[src/rtl/truth_table_sweep.sv]
// truth_table_sweep: drives all eight input combinations of a 3-input gate,
// holds each one for SETTLE_CYCLES+1 cycles, and samples the gate output at
// the end of each hold. The samples are packed into a truth-table word (row 000
// is bit 7) and compared against EXPECTED.
module truth_table_sweep #(
    parameter int          SETTLE_CYCLES = 4,
    parameter logic [7:0]  EXPECTED      = 8'h55
) (
    input  logic       clk,
    input  logic       rst,
    input  logic       start,
    input  logic       abort,
    input  logic       gate_out,
    output logic       in1,
    output logic       in2,
    output logic       in3,
    output logic       busy,
    output logic       done,
    output logic [7:0] table_word,
    output logic       pass,
    output logic [7:0] mismatch_mask
);

    localparam int              CW        = (SETTLE_CYCLES < 1) ? 1 : $clog2(SETTLE_CYCLES + 1);
    localparam logic [CW-1:0]   HOLD_LAST = CW'(SETTLE_CYCLES);

    typedef enum logic [1:0] {
        IDLE  = 2'd0,
        DRIVE = 2'd1,
        DONE  = 2'd2
    } state_t;

    state_t        r_state;
    state_t        w_state_next;
    logic [2:0]    r_k;
    logic [2:0]    w_k_next;
    logic [CW-1:0] r_hold;
    logic [CW-1:0] w_hold_next;
    logic [7:0]    r_capture;
    logic [7:0]    w_capture_next;
    logic [2:0]    w_bit_idx;

    logic [2:0]    r_vec;
    logic          r_busy;
    logic          r_done;
    logic [7:0]    r_table;
    logic          r_pass;
    logic [7:0]    r_mask;

    // Row k lands in capture bit 7-k so that row 000 is the MSB.
    assign w_bit_idx = 3'd7 - r_k;

    // Next-state, vector index, hold counter and capture-register update.
    always_comb begin
        w_state_next   = r_state;
        w_k_next       = r_k;
        w_hold_next    = r_hold;
        w_capture_next = r_capture;
        case (r_state)
            IDLE: begin
                if (start) begin
                    w_state_next   = DRIVE;
                    w_k_next       = '0;
                    w_hold_next    = '0;
                    w_capture_next = '0;
                end
            end
            DRIVE: begin
                if (abort) begin
                    w_state_next   = IDLE;
                    w_k_next       = '0;
                    w_hold_next    = '0;
                    w_capture_next = '0;
                end else if (r_hold == HOLD_LAST) begin
                    w_capture_next[w_bit_idx] = gate_out;
                    w_hold_next               = '0;
                    if (r_k == 3'd7) begin
                        w_state_next = DONE;
                        w_k_next     = '0;
                    end else begin
                        w_k_next = r_k + 3'd1;
                    end
                end else begin
                    w_hold_next = r_hold + CW'(1);
                end
            end
            DONE: begin
                w_state_next = IDLE;
            end
            default: begin
                w_state_next = IDLE;
            end
        endcase
    end

    // State register plus outputs registered from the next state, so the
    // vector, busy and done all change on the same edge as the state.
    always_ff @(posedge clk) begin
        if (rst) begin
            r_state   <= IDLE;
            r_k       <= '0;
            r_hold    <= '0;
            r_capture <= '0;
            r_vec     <= '0;
            r_busy    <= 1'b0;
            r_done    <= 1'b0;
            r_table   <= '0;
            r_pass    <= 1'b0;
            r_mask    <= '0;
        end else begin
            r_state   <= w_state_next;
            r_k       <= w_k_next;
            r_hold    <= w_hold_next;
            r_capture <= w_capture_next;
            r_vec     <= (w_state_next == DRIVE) ? w_k_next : 3'd0;
            r_busy    <= (w_state_next == DRIVE);
            r_done    <= (w_state_next == DONE);
            if (w_state_next == DONE) begin
                r_table <= w_capture_next;
                r_pass  <= (w_capture_next == EXPECTED);
                r_mask  <= w_capture_next ^ EXPECTED;
            end
        end
    end

    assign {in1, in2, in3} = r_vec;
    assign busy            = r_busy;
    assign done            = r_done;
    assign table_word      = r_table;
    assign pass            = r_pass;
    assign mismatch_mask   = r_mask;

endmodule
[config.mk]
export PLATFORM = sky130hd
export DESIGN_NAME = truth_table_sweep
export DESIGN_NICKNAME = d
export VERILOG_FILES = /design/src/rtl/truth_table_sweep.sv
export SDC_FILE = /design/constraint.sdc
export NUM_CORES = 1
export LEC_CHECK = 0
export CORE_MARGIN = 2
export CORE_UTILIZATION = 52
export CTS_CLUSTER_SIZE = 16
export DETAILED_ROUTE_END_ITERATION = 10
export PLACE_DENSITY = 0.78
export SYNTH_ARGS = -nofsm -noshare
export SYNTH_HDL_FRONTEND = slang
export SYNTH_SLANG_ARGS = --single-unit
[constraint.sdc]
create_clock -name clk -period 1.96 [get_ports clk]
set_input_delay 0.294 -clock clk [delete_from_list [all_inputs] [get_ports clk]]
set_output_delay 0.294 -clock clk [all_outputs]
set_load 0.005 [all_outputs]
# == Word-level counts from Yosys, hierarchy flattened ==
# Index checks and enable logic that the tools add are counted.
# op_classes
add_sub_neg,3
order_cmp,2
n_eq_ne,7
mux,21
bitwise_logic,2
reduce_logical,5
# op_table
operator,count
8-bit 2-to-1 mux,3
3-bit 2-to-1 mux,7
8-bit one-hot mux with 2 select lines,1
3-bit one-hot mux with 2 select lines,2
8-bit bitwise mux,1
"8-bit by 7-bit equality test with 1-bit output, second input constant",1
2-bit 2-to-1 mux,4
"3-bit by 1-bit adder with 3-bit output, second input constant",2
"3-bit equality test, second input constant",2
"2-bit by 1-bit equality test with 1-bit output, second input constant",2
"3-bit by 4-bit < comparator with 1-bit output, second input constant",1
4-bit NOT,1
2-bit one-hot mux with 2 select lines,1
1-bit demux with 3-bit select,1
"3-bit by 1-bit >= comparator with 1-bit output, second input constant",1
"3-bit subtractor, first input constant",1
"2-bit equality test, second input constant",1
2-bit logical NOT,1
"2-bit != test, second input constant",1
2-bit AND reduction,1
2-bit nonzero test,1
2-bit OR reduction,1
1-bit logical AND,1
1-bit 2-to-1 mux,1
1-bit NOT,1
# word_totals
ff_bits,38
input_bits,5
output_inout_bits,22
wordCells,50

# == Depth between registers and ports, before layout ==
# logic_depth
ltp_word,10
ltp_mapped,9

# == Worst setup path after synthesis ==
# No wires, ideal clock.
# synth_timing
path_kind,flip-flop to flip-flop
from,reg r_hold[0]
to,"reg r_pass, in the netlist pass"
setup_ps,59
arrival_time_ps,1607
slack_ps,294
stages_incl_launch_ff,8
synth_period_minus_slack_ps,1666
path_cell_list,dfxtp_1 -> inv_1 -> ha_1 -> nand4b_2 -> or3_1 -> a31oi_2 -> o2111a_1 -> a31o_1
# synth_between
elab_chain_len,5
elab_cells_between_ends,9
cone_classes,eq/ne (3); mux (6)
# synth_rtl
element,line,rtl
start: declaration,37,logic [CW-1:0] r_hold;
start signal: assignment,113,r_hold <= w_hold_next;
3-bit equality test (*),74,end else if (r_hold == HOLD_LAST) begin
8-bit 2-to-1 mux / 2-bit 2-to-1 mux (equally long branches),74,
8-bit 2-to-1 mux / 2-bit 2-to-1 mux (equally long branches),69,if (abort) begin
8-bit one-hot mux with 2 select lines / 2-bit one-hot mux with 2 select lines (equally long branches),59,case (r_state)
8-bit by 7-bit equality test with 1-bit output / 2-bit equality test (equally long branches),"120, 118",
end signal: assignment,120,r_pass <= (w_capture_next == EXPECTED);
end: declaration,47,logic r_pass;
# Mark *: on every way between the ends. The rest lies on a longest branch, timed or not.
# A chain may end at the register's enable or synchronous reset.

# == Final worst setup path ==
# Same ends and word-level chain as after synthesis.

==> results.cfg <==
[status]
status = finished, final reports clean

[layout]
layout.nets = 224
fill_cells = 224
seqCellArea_um2 = 681
final_common_cell = dfxtp_1
drive_gt1_share_pct = 18.5
multiInputGateArea_um2 = 815
synthToLayoutAreaGrowth_pct = 29.4
diodes = 0
mostFrequentLayoutCells = 34 x dfxtp_1, 26 x nor2_1, 26 x clkdlybuf4s50_1

[worst_setup_path]
crit_arrival_ns = 2.10
cp_data_required_time_ns = 2.26
end_kind = register
crit_path_cell_trace = inv_1, ha_2, nand4b_2, or3_1, a31oi_2, o2111a_1, a31o_1
critPathMaxFanout = 7
crit_path_top_delay_cell = dfxtp_1
timing.rr.end = pass
regToRegStartpoint = r_hold[0]
cp-start-kind = register
r2r_slack_ns = 0.16
cpPeakStageDelay_ns = 0.35
endpoint = pass
critical_path_class = register to register
r2r.worst_path.cells = 7
startpoint = r_hold[0]

[synth]
yosysTopAreaCell = dfxtp_1
ys_seq_area_share_pct = 42.5
syn-cell-area_um2 = 1600
synth_nets = 188
synth_edf_count = 0
synthTopCellsByArea = dfxtp_1 42%, nor2_1 6.1%, a21oi_1 4.7%, ha_1 3.1%, a211oi_1 2.8%
synth_cells = 179
ys_warn_count = 0
synth_flop_cell = dfxtp_1
synth_seq_cells = 34
yosysUniqueCellTypes = 52
synth_top_area_share_pct = 42.5
synthArstFlopShare_pct = 0
syn_area_per_cell_um2 = 8.95

[routing]
drc = 0
via_per_inst = 5.92
postRouteAntennaNets = 0
dr.pass1.iters = 4
routed_wl_um = 3820
routedWlPerCell_um = 15.3
drt-initial-drc-count = 99
vias = 1473

[timing]
max_freq_mhz = 556
finalHoldViolations = 0
maxSlewViolCount = 0
worst_slew_pin_slew_ns = 0.406
fin_crit_ns = 1.80
finClkSkew_ns = 0.00916
rsz0062_at_grt = no
setup_viol = 0
fin_crit_sh_pct = 91.8
fin_tns_setup_ns = 0
timing.slew.headroom_pct = 72.8

[die]
fp.dieH_um = 59.5
rows = 20
die_x_um = 59.5
die-area_um2 = 3540
core_um2 = 3000
ios = 27
initial_utilization_pct = 53.4

[power]
seqPwrFrac_pct = 47.7
pwr-share-comb_pct = 5.9
p_leak_nw = 0.759
p_sw_uw = 298
pwr-share-clk_pct = 46.4
p_total_mw = 1.46
power_density_nw_per_um2 = 706
sw_frac_of_total_pct = 20.3
ir_worst_vdd_mv = 0.545
intPower_mw = 1.17

[min_path]
hold_path.class = register to register
hold_depth = 2

[grt]
grt.overflow.total = 0
grt_usage_pct = 23.5
grt_pass1_vias = 1303
grt_pass1_wl_um = 6060
antenna_found_initial = 0
grt_max_degree = 21

[clocking]
post_cts_buffers = 0
numCtsBuffers = 5
path_clk_slew_ns = 0.11
cts_root_buf = clkbuf_4
clockBufferDepth = 2
clk-insertion-delay-late_ns = 0.35
cts.sinks = 34
cts_tree = yes
htreeDepth = 2

[placement]
portBuffers = 26
place_congestion = 0.907
dpl.hpwl_um = 2860

[job]
cap_violations = 0
## metal layers
metal / wire (um) / up-vias / GRT usage [%]
li1: - / 715 / -
met1: 1620 / 696 / 29.8
met2: 1880 / 52 / 37.7
met3: 244 / 10 / 7.21
met4: 70 / 0 / 8.25
met5: 0 / - / 0
## worst max-delay path: cells and delay by family (launching register included)
| kind | cells | cell delay (ns) |
|---|---|---|
| adders and majority gates | 1 | 0.23 |
| DFF | 1 | 0.35 |
| AOI/OAI and AO/OA | 3 | 0.63 |
| and+or+nand+nor | 2 | 0.47 |
| buffers and inverters | 1 | 0.07 |
## power groups by stage
stage	Sequential (mW)	Combinational [mW]	Clock (mW)
5_1_grt	0.699	0.0944	0.723
3_3_place_gp	0.714	0.0818	0
6_report	0.698	0.0865	0.679
4_1_cts	0.698	0.0842	0.685
3_5_place_dp	0.714	0.0835	0
2_1_floorplan	0.713	0.0448	0
## repair_timing
item,in CTS,in global routing
resized for setup,0,3
setup endpoints to repair,0,3
endpoints found under the hold margin,0,0
hold buffers,0,0
## registers in the layout, indices dropped and copies added (netlist names)
register and cells:
busy 1, done 1, mismatch_mask 4, pass 1, r_capture 8, r_hold 3, r_k 3, r_state 2
r_vec 3, table_word 8
## synthesized netlist by cell type (2+ instances only)
library cell and n:
a211oi_1 6, a211oi_2 2, a21oi_1 15, a22oi_1 4
and2_1 2, and4b_1 2, buf_1 2, buf_2 4
buf_4 5, buf_6 2, clkbuf_1 2, dfxtp_1 34
ha_1 4, inv_1 5, nand2_1 8, nand3_1 5
nand4_1 3, nand4b_1 2, nor2_1 26, nor3_1 6
nor3b_1 2, nor4_1 2, o21a_1 2, o21ai_0 3
o21ai_1 3, or3_1 2
## layout make-up
class                           count  share of cell area (%)
Clock buffer                        6                    2.47
Sequential cell                    34                    32.8
Multi-Input combinational cell    125                    39.3
Timing Repair Buffer               44                    19.7
Inverter                            5                   0.905
Clock inverter                      2                    2.90
Tap cell                           33                    1.99
## metrics by stage
step | cells | hold WS, ns | utilization (%) | instance area, um2 | setup WS, ns
6_report | 249 | 0.469 | 69.1 | 2070 | 0.160
3_5_place_dp | 241 | 0.454 | 65.2 | 1960 | -0.193
4_1_cts | 249 | 0.469 | 68.9 | 2070 | 0.119
3_3_place_gp | 241 | 0.445 | 65.2 | 1960 | -0.0858
5_1_grt | 249 | 0.505 | 69.1 | 2070 | 0.0493
2_1_floorplan | 179 | 0.390 | - | 1600 | 0.294
## worst min path at each step
stage	from	end	slack [ns]
CTS	mismatch_mask[0]	mismatch_mask[0]	0.47
global route	mismatch_mask[0]	mismatch_mask[0]	0.51
global placement	mismatch_mask[2]	mismatch_mask[2]	0.45
finish	mismatch_mask[2]	mismatch_mask[2]	0.47
detailed placement	mismatch_mask[0]	mismatch_mask[0]	0.45
floorplan	rst	done	0.39
## cell families (layout without fill, tap and decap cells)
group,count (synthesis),count (layout),share of synthesized area (%)
AND/OR/NAND/NOR,71,71,24.9
AO/OA/AOI/OAI,48,48,21.2
flip-flops,34,34,42.5
buffers and inverters,20,57,7.10
adder cells (fa/ha/maj),4,4,3.12
XOR/XNOR,1,1,0.547
multiplexers,1,1,0.625
Note: power is estimated with default switching activity, not from simulation.
